$ cat config.mk
export PLATFORM = sky130hd
export DESIGN_NAME = cen_strobe_monitor
export DESIGN_NICKNAME = d
export VERILOG_FILES = /design/src/rtl/clocks_pkg.sv /design/src/rtl/cen_phase_check.sv /design/src/rtl/cen_strobe_monitor.sv
export SDC_FILE = /design/constraint.sdc
export NUM_CORES = 1
export LEC_CHECK = 0
export BUFFER_PORTS_ARGS = -buffer_cell sky130_fd_sc_hd__buf_2
export CAP_MARGIN = 30
export CELL_PAD_IN_SITES_DETAIL_PLACEMENT = 0
export CELL_PAD_IN_SITES_GLOBAL_PLACEMENT = 1
export CORE_MARGIN = 2
export CORE_UTILIZATION = 41
export DETAILED_ROUTE_END_ITERATION = 8
export MAX_ROUTING_LAYER = met4
export PLACE_DENSITY = 0.75
export SLEW_MARGIN = 20
export SYNTH_ARGS = -nofsm -noshare
export SYNTH_HDL_FRONTEND = slang
export SYNTH_SLANG_ARGS = --single-unit
export TNS_END_PERCENT = 50
$ cat constraint.sdc
create_clock -name i_clk -period 2.35 [get_ports i_clk]
set_input_delay 0.235 -clock i_clk [delete_from_list [all_inputs] [get_ports i_clk]]
set_output_delay 0.235 -clock i_clk [all_outputs]
set_load 0.05 [all_outputs]
$ cat src/rtl/clocks_pkg.sv
// Shared FSM encoding and default constants for the clock-enable monitors.
// Latency: n/a (types/constants only); backpressure: n/a.
package clocks_pkg;

    typedef enum logic [1:0] {
        ST_IDLE    = 2'd0,
        ST_MEASURE = 2'd1,
        ST_EVAL    = 2'd2
    } mon_state_t;

    localparam logic [15:0] DEF_WINDOW    = 16'd53600;
    localparam logic [15:0] DEF_EXP_COUNT = 16'd13400;
    localparam logic [15:0] DEF_TOL       = 16'd1;
    localparam logic [3:0]  DEF_LOCK_N    = 4'd4;

    function automatic logic [16:0] abs_diff17(input logic [15:0] a, input logic [15:0] b);
        logic [16:0] d;
        if (a >= b) d = {1'b0, a} - {1'b0, b};
        else        d = {1'b0, b} - {1'b0, a};
        return d;
    endfunction

endpackage

$ cat src/rtl/cen_phase_check.sv
// Alternation/coincidence checker for a complementary strobe pair; o_viol is combinational.
// Latency: 0 cycles to o_viol; no backpressure, strobes are sampled every cycle.
module cen_phase_check
    import clocks_pkg::*;
(
    input  logic i_clk,
    input  logic i_rst_n,
    input  logic i_active,
    input  logic i_cen,
    input  logic i_cenb,
    output logic o_viol
);

    logic seen;
    logic last_cen;

    always_comb begin
        o_viol = 1'b0;
        if (i_active) begin
            if (i_cen && i_cenb)
                o_viol = 1'b1;
            else if (i_cen)
                o_viol = seen && last_cen;
            else if (i_cenb)
                o_viol = seen && !last_cen;
        end
    end

    // A coincident pair is flagged but leaves the tracker untouched.
    always_ff @(posedge i_clk) begin
        if (!i_rst_n || !i_active) begin
            seen     <= 1'b0;
            last_cen <= 1'b0;
        end else if (i_cen ^ i_cenb) begin
            seen     <= 1'b1;
            last_cen <= i_cen;
        end
    end

endmodule

$ cat src/rtl/cen_strobe_monitor.sv
// Counts i_cen strobes per WINDOW cycles, flags frequency/phase errors, reports lock.
// Latency: o_valid 2 cycles after the last window cycle; no backpressure, free-running.
module cen_strobe_monitor
    import clocks_pkg::*;
#(
    parameter logic [15:0] WINDOW    = DEF_WINDOW,
    parameter logic [15:0] EXP_COUNT = DEF_EXP_COUNT,
    parameter logic [15:0] TOL       = DEF_TOL,
    parameter logic [3:0]  LOCK_N    = DEF_LOCK_N
) (
    input  logic        i_clk,
    input  logic        i_rst_n,
    input  logic        i_enable,
    input  logic        i_cen,
    input  logic        i_cenb,
    output logic [15:0] o_count,
    output logic        o_valid,
    output logic        o_freq_err,
    output logic        o_phase_err,
    output logic        o_locked
);

    mon_state_t  state;
    mon_state_t  state_nxt;
    logic [15:0] win_cnt;
    logic [15:0] pulse_cnt;
    logic [3:0]  good_cnt;
    logic        win_bad;
    logic        active;
    logic        eval_fire;
    logic        freq_bad;
    logic        phase_viol;

    assign active    = i_enable && (state != ST_IDLE);
    assign eval_fire = i_enable && (state == ST_EVAL);
    assign freq_bad  = abs_diff17(pulse_cnt, EXP_COUNT) > {1'b0, TOL};
    assign o_locked  = (good_cnt == LOCK_N);

    cen_phase_check u_phase (
        .i_clk    (i_clk),
        .i_rst_n  (i_rst_n),
        .i_active (active),
        .i_cen    (i_cen),
        .i_cenb   (i_cenb),
        .o_viol   (phase_viol)
    );

    always_comb begin
        state_nxt = state;
        case (state)
            ST_IDLE:    state_nxt = ST_MEASURE;
            ST_MEASURE: if (win_cnt == WINDOW - 16'd1) state_nxt = ST_EVAL;
            ST_EVAL:    state_nxt = ST_MEASURE;
            default:    state_nxt = ST_IDLE;
        endcase
        if (!i_enable)
            state_nxt = ST_IDLE;
    end

    always_ff @(posedge i_clk) begin
        if (!i_rst_n) state <= ST_IDLE;
        else          state <= state_nxt;
    end

    always_ff @(posedge i_clk) begin
        if (!i_rst_n || !active || state == ST_EVAL) begin
            win_cnt   <= 16'd0;
            pulse_cnt <= 16'd0;
        end else begin
            win_cnt <= win_cnt + 16'd1;
            if (i_cen && pulse_cnt != 16'hFFFF)
                pulse_cnt <= pulse_cnt + 16'd1;
        end
    end

    always_ff @(posedge i_clk) begin
        if (!i_rst_n) begin
            o_count    <= 16'd0;
            o_freq_err <= 1'b0;
            o_valid    <= 1'b0;
        end else begin
            o_valid <= eval_fire;
            if (eval_fire) begin
                o_count    <= pulse_cnt;
                o_freq_err <= freq_bad;
            end
        end
    end

    // A violation in the EVAL cycle still belongs to the window being closed.
    always_ff @(posedge i_clk) begin
        if (!i_rst_n || !active) begin
            good_cnt <= 4'd0;
            win_bad  <= 1'b0;
        end else if (state == ST_EVAL) begin
            win_bad <= 1'b0;
            if (freq_bad || win_bad || phase_viol)
                good_cnt <= 4'd0;
            else if (good_cnt != LOCK_N)
                good_cnt <= good_cnt + 4'd1;
        end else if (phase_viol) begin
            win_bad <= 1'b1;
        end
    end

    always_ff @(posedge i_clk) begin
        if (!i_rst_n || !active) o_phase_err <= 1'b0;
        else if (phase_viol)     o_phase_err <= 1'b1;
    end

endmodule

==> results of run 1 <==
-- state kept, by name, summed over array words and instances (netlist names) --
register	cells
o_count	16
good_cnt	4
o_phase_err	1
state	2
u_phase.seen	1
o_freq_err	1
o_valid	1
win_cnt	16
win_bad	1
pulse_cnt	16
u_phase.last_cen	1
-- power breakdown --
part | leakage, nW | internal [W] | switching [W]
clock | 0.0958 | 0.000494 | 0.000464
sequential | 0.487 | 0.00102 | 0.00000204
combinational | 0.922 | 0.0000170 | 0.0000276
-- repair_timing --
item / CTS / global route
pin swaps: 13 / 2
endpoints found under the setup margin: 5 / 9
endpoints found under the hold margin: 0 / 0
cloned: 0 / 0
setup buffers: 1 / 1
gates resized for setup: 13 / 12
-- final cells by class --
cell class	instances	share of cell area, %
repair buffers	72	11.9
multi-input cells	303	48.8
flip-flops and latches	60	29.7
inverters	17	1.57
clock buffers	9	3.04
clock inverters	7	1.87
well taps	102	3.13
-- metrics by stage --
stage	instance area (sq um)	utilization (%)	setup TNS [ns]	worst slack, ns	hold slack (ns)
3_3_place_gp	3760	48.4	-0.457	-0.146	0.438
3_5_place_dp	3760	48.4	-0.626	-0.172	0.444
2_1_floorplan	3320	-	0	0.00841	0.371
6_report	4070	52.4	-0.0148	-0.0148	0.185
4_1_cts	4000	51.5	0	0.000244	0.170
5_1_grt	4070	52.4	-0.518	-0.123	0.196
-- routing by layer --
metal  track usage [%]  part of all wire [%]
met1              26.9                    47
met2              33.3                    46
met3              3.61                   3.8
met4              10.5                   2.8
met5                 -                     0
-- path summary, 6_finish.rpt --
check / from / end / slack (ns) / cells after the start
worst max-delay path: pulse_cnt[8]$_SDFFE_PP0P_ / good_cnt[0]$_SDFFE_PP0P_ / -0.01 / 9
worst min-delay path: i_rst_n / o_freq_err$_SDFFE_PN0P_ / 0.18 / 3
worst max register to register: pulse_cnt[8]$_SDFFE_PP0P_ / good_cnt[0]$_SDFFE_PP0P_ / -0.01 / 9
worst min register to register: o_count[11]$_SDFFE_PN0P_ / o_count[11]$_SDFFE_PN0P_ / 0.45 / 2
-- synth_stat cells (3+ instances only) --
cell type / count
nor2_1: 40
o211ai_1: 6
a21o_1: 4
clkbuf_8: 5
and2_1: 3
o31a_1: 3
nand4_1: 4
a31oi_1: 3
a21oi_1: 30
or3_1: 9
nand3_1: 14
ha_1: 7
nand2b_1: 5
xnor2_1: 13
o21a_1: 4
dfxtp_1: 60
inv_1: 16
clkbuf_1: 14
and3_1: 9
nand4b_1: 3
nor4_1: 3
xor2_1: 14
o21ai_0: 14
nor3_1: 10
buf_2: 3
nand2_1: 59
a211oi_1: 3
nor4b_1: 3
-- worst reg2reg max path, stage by stage (launching register included) --
cell and delay [ns]:
dfxtp_2 0.38, or3_4 0.41, nor4_4 0.42, nor4_4 0.10
mux2i_1 0.25, xnor2_1 0.15, buf_4 0.14, nand4b_4 0.15
o211ai_2 0.18, o21a_1 0.13
-- cells by family (layout without fill, tap and decap cells) --
kind of cell,Yosys count,count (layout),synth area share (%)
mux,2,2,0.604
flops,60,60,36.2
simple gates,179,179,28.4
compound gates,88,88,18.4
xor+xnor,27,27,7.13
buf+inv,41,105,6.60
fa+ha+maj,7,7,2.64
-- layout by cell type (no fill, tap or decap), types with 3 or more instances in the layout --
cell type and n:
buf_4 47, a21o_1 4, nand4b_1 3, o21ai_0 12, ha_1 6, xnor2_1 13
xor2_1 14, clkbuf_8 9, o31a_1 3, inv_1 16, dfxtp_1 54, nand2_1 59
nand3_1 14, buf_2 24, or3_1 8, o21a_1 4, a21oi_1 30, nand4_1 4
nor4_4 3, a31oi_1 3, nor3_1 8, dfxtp_2 6, and3_1 9, and2_1 3
o211ai_1 6, nand2b_1 5, nor2_1 40
==> results.sh, run 1 <==
export IMPL_synth_flop_cell="dfxtp_1"
export IMPL_yosysWarnings=0
export IMPL_synth_top_area_share_pct=36.2
export IMPL_holdBufCountCts=0
export IMPL_status="complete, but fails checks"
export IMPL_cts_buffers=9
export IMPL_start_kind="register"
export IMPL_synth_area_leaders="dfxtp_1 36%, nand2_1 6.7%, a21oi_1 4.5%"
export IMPL_root_buffer="clkbuf_8"
export IMPL_routed_wl_microns=8400
export IMPL_crit_family="simple AND/OR/NAND/NOR gates"
export IMPL_power_leakage_nw=1.50
export IMPL_antenna_cells=0
export IMPL_track_usage_pct=21.4
export IMPL_numPortBuffers=24
export IMPL_synth_avg_cell_area_sq_um=8.21
export IMPL_report_final_slew_viol_count=0
export IMPL_cp_required_ns=2.65
export IMPL_h_tree_depth=3
export IMPL_die_area_sq_um=8820
export IMPL_crit_buf_inv=1
export IMPL_async_flop_share_pct=0
export IMPL_routedWlPerCell_microns=14.7
export IMPL_die_w_microns=93.9
export IMPL_tightestPinTransition_ns=0.609
export IMPL_synth_seq_cells=60
export IMPL_skew_ns=0.00896
export IMPL_die_height_microns=93.9
export IMPL_path_cells="or3_4, nor4_4, nor4_4, mux2i_1, xnor2_1, buf_4, nand4b_4, o211ai_2, o21a_1"
export IMPL_min_period_ns=2.36
export IMPL_drc=0
export IMPL_cts_sinks=60
export IMPL_endpoint_kind="register"
export IMPL_ant_nets=0
export IMPL_clock_path_buffers=2
export IMPL_crit_top_cell="nor4_4"
export IMPL_initial_core_util_pct=42.7
export IMPL_power_w=0.00202
export IMPL_syn2layout_area_growth_pct=22.8
export IMPL_synth_seq_area_share_pct=36.2
export IMPL_vias=3006
export IMPL_hpwl_microns=6170
export IMPL_path_max_fanout=6
export IMPL_synth_edff_count=0
export IMPL_syn_num_nets=416
export IMPL_finalWorstSetupSlack_ns=-0.0148
export IMPL_finalHoldViolCount=0
export IMPL_place_gp_congestion=0.926
export IMPL_grt_setup_unrepaired="yes"
export IMPL_seqCellArea_sq_um=1210
export IMPL_finalCritPeriodShare_pct=101
export IMPL_pin_count=25
export IMPL_syn_area_sq_um=3320
export IMPL_rows=32
export IMPL_synth_top_cell_by_area="dfxtp_1"
export IMPL_drtIter0Drc=201
export IMPL_dp_cells=553
export IMPL_violations="setup timing"
export IMPL_antenna_found_initial=0
export IMPL_cap_violations=0
export IMPL_grt_max_degree=29
export IMPL_final_nets=475
export IMPL_peakVddDrop_mv=0.338
export IMPL_core_sq_um=7770
export IMPL_min_path_type="in -> reg"
export IMPL_fmax_mhz=423
export IMPL_viasPerCell=5.27
export IMPL_setup_viol=1
export IMPL_multi_input_area_sq_um=1990
export IMPL_syn_inst=404
export IMPL_instances_no_fill=570
export IMPL_cp_slowest_cell="nor4_4"
export IMPL_maxSlewHeadroom_pct=59.4
export IMPL_cts_tree="done"
export IMPL_grt_ovfl_total=0
export IMPL_worst_setup_path_type="reg -> reg"
export IMPL_grt_first_pass_wirelength_microns=14100
export IMPL_nFillCells=747
export IMPL_clock_latency_ns=0.35
export IMPL_synth_cell_types=64
export IMPL_worstPathArrival_ns=2.67
export IMPL_cpPeakStageDelay_ns=0.42
export IMPL_grt_pass1_vias=2849
export IMPL_clk_pin_slew_ns=0.08
export IMPL_dr_pass1_iters=4
export IMPL_drive_above_1_share_pct=26.1
export IMPL_power_density_nw_per_um2=497
(Power assumes the default switching activity.)
==> run 2: changes to the inputs <==
--- a/config.mk
+++ b/config.mk
@@ -5,17 +5,16 @@
 export SDC_FILE = /design/constraint.sdc
 export NUM_CORES = 1
 export LEC_CHECK = 0
-export BUFFER_PORTS_ARGS = -buffer_cell sky130_fd_sc_hd__buf_2
 export CAP_MARGIN = 30
 export CELL_PAD_IN_SITES_DETAIL_PLACEMENT = 0
 export CELL_PAD_IN_SITES_GLOBAL_PLACEMENT = 1
 export CORE_MARGIN = 2
-export CORE_UTILIZATION = 41
+export CORE_UTILIZATION = 43
 export DETAILED_ROUTE_END_ITERATION = 8
+export DONT_BUFFER_PORTS = 1
 export MAX_ROUTING_LAYER = met4
-export PLACE_DENSITY = 0.75
+export PLACE_DENSITY = 0.74
 export SLEW_MARGIN = 20
 export SYNTH_ARGS = -nofsm -noshare
 export SYNTH_HDL_FRONTEND = slang
 export SYNTH_SLANG_ARGS = --single-unit
-export TNS_END_PERCENT = 50
==> results.sh, run 2 (synthesized netlist as in run 1, its figures left out) <==
export IMPL_dp_cells=539
export IMPL_start_kind="register"
export IMPL_drive_above_1_share_pct=22.0
export IMPL_path_cells="buf_4, buf_4, nand2_1, o311a_1, buf_4, o21ai_0, o211ai_1, a32o_1, nand4b_4, o211ai_2, o21a_1"
export IMPL_finalHoldViolCount=0
export IMPL_drc=0
export IMPL_numPortBuffers=0
export IMPL_cp_slowest_cell="o311a_1"
export IMPL_min_period_ns=2.41
export IMPL_viasPerCell=5.34
export IMPL_setup_viol=4
export IMPL_swShare_pct=23.7
export IMPL_dpl_worst_slack_ns=-0.175
export IMPL_cts_sinks=60
export IMPL_largestRegisters="o_count x16, pulse_cnt x16, win_cnt x16"
export IMPL_switchingPower_w=0.000484
export IMPL_finalWorstSetupSlack_ns=-0.0585
export IMPL_initial_core_util_pct=43.6
export IMPL_final_cell_mix="59 x nand2_1, 57 x dfxtp_1, 56 x buf_4"
export IMPL_syn2layout_area_growth_pct=21.0
export IMPL_finalCritPeriodShare_pct=102
export IMPL_grt_pass1_vias=2973
export IMPL_cpPeakStageDelay_ns=0.39
export IMPL_dr_pass1_iters=4
export IMPL_report_final_slew_viol_count=0
export IMPL_clk_pin_slew_ns=0.08
export IMPL_track_usage_pct=22.4
export IMPL_grt_first_pass_wirelength_microns=14400
export IMPL_r2r_slack_ns=-0.06
export IMPL_drtIter0Drc=176
export IMPL_layout_commonest_cell="nand2_1"
export IMPL_routedWlPerCell_microns=15.4
export IMPL_cap_violations=0
export IMPL_die_height_microns=91.8
export IMPL_grt_max_degree=29
export IMPL_power_leakage_nw=1.43
export IMPL_die_area_sq_um=8430
export IMPL_final_nets=461
export IMPL_power_density_nw_per_um2=509
export IMPL_internal_power_w=0.00156
export IMPL_vias=2967
export IMPL_holdBufCountCts=0
export IMPL_maxSlewHeadroom_pct=58.9
export IMPL_place_gp_congestion=0.967
export IMPL_hpwl_microns=6280
export IMPL_instances_no_fill=556
export IMPL_hold_ws_ns=0.0310
export IMPL_crit_buf_inv=3
export IMPL_nFillCells=754
export IMPL_skew_ns=0.00903
export IMPL_violations="setup timing"
export IMPL_cp_required_ns=2.66
export IMPL_cts_buffers=9
export IMPL_crit_top_cell="buf_4"
export IMPL_endpoint_kind="register"
export IMPL_ant_nets=0
export IMPL_path_max_fanout=7
export IMPL_clock_path_buffers=2
export IMPL_routed_wl_microns=8560
export IMPL_grt_setup_unrepaired="yes"
export IMPL_p_seq_share_pct=50.0
export IMPL_antenna_cells=0
export IMPL_p_comb_share_pct=1.8
export IMPL_die_w_microns=91.8
export IMPL_design_area_sq_um=4010
export IMPL_rows=32
export IMPL_seqCellArea_sq_um=1200
export IMPL_pin_count=25
export IMPL_cts_tree="done"
export IMPL_crit_family="compound AO/OA/AOI/OAI gates"
export IMPL_clkPwrFrac_pct=48.2
export IMPL_status="complete, but fails checks"
export IMPL_grt_ovfl_total=0
export IMPL_min_path_type="in -> reg"
export IMPL_antenna_found_initial=0
export IMPL_tightestPinTransition_ns=0.617
export IMPL_fmax_mhz=415
export IMPL_peakVddDrop_mv=0.348
export IMPL_setup_tns_ns=-0.104
export IMPL_worst_setup_path_type="reg -> reg"
export IMPL_post_dp_cell_area_sq_um=3730
export IMPL_core_sq_um=7610
export IMPL_worstPathArrival_ns=2.71
export IMPL_h_tree_depth=3
export IMPL_root_buffer="clkbuf_8"
export IMPL_multi_input_area_sq_um=1960
export IMPL_clock_latency_ns=0.35
[run 2: changes by cell type in the layout (fill, tap and decap cells not counted), moves of 2 or more]
cell	delta
o21ai_1	+2
buf_4	+9
a2111oi_0	+2
dfxtp_2	-3
a2111oi_1	-2
buf_2	-24
dfxtp_1	+3
nor3_1	+2
[run 2: cell type report]
class / instances / share of cell area [%]
inverters: 17 / 1.59
clock buffers: 10 / 3.43
flip-flops and latches: 60 / 30.0
repair buffers: 58 / 11.3
multi-input cells: 303 / 48.7
well taps: 102 / 3.18
clock inverters: 6 / 1.78
[run 2: worst reg2reg max path: stages (launching register included)]
cell	delay (ns)
dfxtp_1	0.37
buf_4	0.13
buf_4	0.14
nand2_1	0.13
o311a_1	0.39
buf_4	0.15
o21ai_0	0.15
o211ai_1	0.11
a32o_1	0.25
nand4b_4	0.24
o211ai_2	0.17
o21a_1	0.14
[run 2: layer usage]
metal,global-route usage [%],share of wire (%)
met5,-,0
met4,8.96,1.6
met3,4.44,3.8
met2,37.1,50
met1,26.9,45
[run 2: path summary, 6_finish.rpt]
| check | start | cells past startpoint | endpoint |
|---|---|---|---|
| worst max-delay path | pulse_cnt[3]$_SDFFE_PP0P_ | 11 | good_cnt[0]$_SDFFE_PP0P_ |
| worst min-delay path | i_enable | 1 | state[0]$_SDFFE_PN0P_ |
| worst max register to register | pulse_cnt[3]$_SDFFE_PP0P_ | 11 | good_cnt[0]$_SDFFE_PP0P_ |
| worst min register to register | win_bad$_SDFFE_PP0P_ | 2 | win_bad$_SDFFE_PP0P_ |
[run 2: repair_timing]
action / 4_1_cts / 5_1_grt
pin swaps: 4 / 2
endpoints found under the setup margin: 7 / 12
gates resized for setup: 10 / 5
buffers inserted: 0 / 1
[run 2: stage by stage]
stage	power (W)	util, %
global route	0.00211	52.7
finish	0.00204	52.7
global placement	0.00108	49.0
CTS	0.00207	52.3
detailed placement	0.00108	49.0
floorplan	0.00107	-
[run 2: power by group through the flow]
stage / registers (W) / logic, W / clock network, W
final: 0.00102 / 0.0000377 / 0.000985
after global routing: 0.00102 / 0.0000425 / 0.00105
after CTS: 0.00102 / 0.0000364 / 0.00101
after detailed placement: 0.00105 / 0.0000358 / 0
after global placement: 0.00105 / 0.0000351 / 0
after floorplan: 0.00104 / 0.0000250 / 0
==> run 3: changes to the inputs <==
--- a/config.mk
+++ b/config.mk
@@ -9,7 +9,8 @@
 export CELL_PAD_IN_SITES_DETAIL_PLACEMENT = 0
 export CELL_PAD_IN_SITES_GLOBAL_PLACEMENT = 1
 export CORE_MARGIN = 2
-export CORE_UTILIZATION = 43
+export CORE_UTILIZATION = 45
+export CTS_CLUSTER_DIAMETER = 80
 export DETAILED_ROUTE_END_ITERATION = 8
 export DONT_BUFFER_PORTS = 1
 export MAX_ROUTING_LAYER = met4
==> constraint.sdc (replaced) <==
create_clock -name i_clk -period 2.3 [get_ports i_clk]
set_input_delay 0.23 -clock i_clk [delete_from_list [all_inputs] [get_ports i_clk]]
set_output_delay 0.23 -clock i_clk [all_outputs]
set_load 0.05 [all_outputs]
==> results.sh, run 3 (synthesized netlist as in run 1, its figures left out) <==
export IMPL_worstHoldStart="i_enable"
export IMPL_tightestPinTransition_ns=0.586
export IMPL_antenna_found_initial=0
export IMPL_core_sq_um=7180
export IMPL_fmax_mhz=416
export IMPL_cp_required_ns=2.59
export IMPL_initial_core_util_pct=46.2
export IMPL_path_cells="or3_4, nor4_4, buf_4, nor4_4, nor4_2, a41o_1, nand4b_4, nor3_2, a21o_1"
export IMPL_worst_setup_path_type="reg -> reg"
export IMPL_grt_first_pass_wirelength_microns=13700
export IMPL_cts_sinks=60
export IMPL_dp_cells=524
export IMPL_post_dp_cell_area_sq_um=3650
export IMPL_place_gp_congestion=0.911
export IMPL_skew_ns=0.0109
export IMPL_r2r_slack_ns=-0.10
export IMPL_power_w=0.00195
export IMPL_largestRegisters="o_count x16, pulse_cnt x16, win_cnt x16"
export IMPL_grt_ovfl_total=0
export IMPL_endpoint_kind="register"
export IMPL_vias=2969
export IMPL_min_to="state[0]$_SDFFE_PN0P_"
export IMPL_worstPathArrival_ns=2.69
export IMPL_hpwl_microns=6110
export IMPL_grt_pass1_vias=2891
export IMPL_clock_latency_ns=0.34
export IMPL_status="complete, but fails checks"
export IMPL_clock_path_buffers=2
export IMPL_utilization_pct=55.7
export IMPL_setup_tns_ns=-0.351
export IMPL_grt_max_degree=29
export IMPL_maxSlewHeadroom_pct=60.9
export IMPL_r2r_start="pulse_cnt[7]$_SDFFE_PP0P_"
export IMPL_finalWorstSetupSlack_ns=-0.104
export IMPL_viasPerCell=5.45
export IMPL_crit_buf_inv=1
export IMPL_power_leakage_nw=1.39
export IMPL_routedWlPerCell_microns=15.2
export IMPL_cts_tree="done"
export IMPL_dr_pass1_iters=5
export IMPL_numPortBuffers=0
export IMPL_die_height_microns=89.8
export IMPL_finalHoldViolCount=0
export IMPL_min_period_ns=2.40
export IMPL_rows=31
export IMPL_finalCritPeriodShare_pct=105
export IMPL_pin_count=25
export IMPL_antenna_cells=0
export IMPL_routed_wl_microns=8260
export IMPL_start_kind="register"
export IMPL_syn2layout_area_growth_pct=20.5
export IMPL_setup_viol=5
export IMPL_path_max_fanout=6
export IMPL_cpPeakStageDelay_ns=0.41
export IMPL_reg2reg_to="good_cnt[1]$_SDFFE_PP0P_"
export IMPL_min_path_type="in -> reg"
export IMPL_cts_buffers=9
export IMPL_die_w_microns=89.8
export IMPL_final_nets=453
export IMPL_track_usage_pct=21.5
export IMPL_instances_no_fill=545
export IMPL_worstRegToRegCells=9
export IMPL_die_area_sq_um=8070
export IMPL_cp_slowest_cell="or3_4"
export IMPL_root_buffer="clkbuf_8"
export IMPL_crit_start="pulse_cnt[7]$_SDFFE_PP0P_"
export IMPL_crit_family="simple AND/OR/NAND/NOR gates"
export IMPL_clk_pin_slew_ns=0.08
export IMPL_drive_above_1_share_pct=23.8
export IMPL_design_area_sq_um=4000
export IMPL_h_tree_depth=3
export IMPL_grt_setup_unrepaired="yes"
export IMPL_violations="setup timing"
export IMPL_final_cell_mix="59 x nand2_1, 54 x dfxtp_1, 49 x buf_4"
export IMPL_ant_nets=0
export IMPL_layout_commonest_cell="nand2_1"
export IMPL_holdPathStages=1
export IMPL_cap_violations=0
export IMPL_power_density_nw_per_um2=488
export IMPL_report_final_slew_viol_count=0
export IMPL_crit_top_cell="nor4_4"
export IMPL_drc=0
export IMPL_drtIter0Drc=147
export IMPL_peakVddDrop_mv=0.355
export IMPL_holdBufCountCts=0
run 3: how the worst max path moves through the flow:
stage / depth (start not counted) / endpoint / slack [ns]
global placement: 9 / good_cnt[0]$_SDFFE_PP0P_ / -0.05
CTS: 8 / o_freq_err$_SDFFE_PN0P_ / -0.07
floorplan: 11 / good_cnt[0]$_SDFFE_PP0P_ / 0.03
finish: 9 / good_cnt[1]$_SDFFE_PP0P_ / -0.10
detailed placement: 10 / good_cnt[0]$_SDFFE_PP0P_ / -0.12
global route: 9 / o_freq_err$_SDFFE_PN0P_ / -0.21
run 3: per-stage QoR:
step           hold slack, ns  worst slack, ns
3_5_place_dp            0.382           -0.120
5_1_grt                0.0428           -0.205
6_report               0.0393           -0.104
2_1_floorplan           0.366           0.0271
3_3_place_gp            0.374          -0.0529
4_1_cts                0.0336          -0.0735
run 3: final cells by class:
cell class              instances  area, sq um
multi-input cells             303         2030
inverters                      17         63.8
clock buffers                  11          141
clock inverters                 5         36.3
fillers                       686         3180
flip-flops and latches         60         1210
repair buffers                 50          388
well taps                      99          124
run 3: layer usage:
layer	track usage, %	part of all wire (%)
met1	25.9	45
met2	36.5	49
met3	3.35	3.1
met4	8.33	2.4
met5	-	0
run 3: what timing repair did:
item                                    CTS  global route
resized for setup                         7            23
gates cloned                              0             0
endpoints found under the setup margin    6            11
pin swaps                                 7             3
buffers inserted                          1             4
run 3: worst register-to-register path: stages, from the launching register on:
cell,delay [ns]
dfxtp_4,0.37
or3_4,0.41
nor4_4,0.33
buf_4,0.18
nor4_4,0.05
nor4_2,0.32
a41o_1,0.21
nand4b_4,0.17
nor3_2,0.18
a21o_1,0.14
run 3: where the power goes:
group	total (W)	switching [W]	internal [W]
sequential	0.00104	0.00000302	0.00104
clock	0.000868	0.000446	0.000422
combinational	0.0000395	0.0000222	0.0000173
total	0.00195	0.000471	0.00148
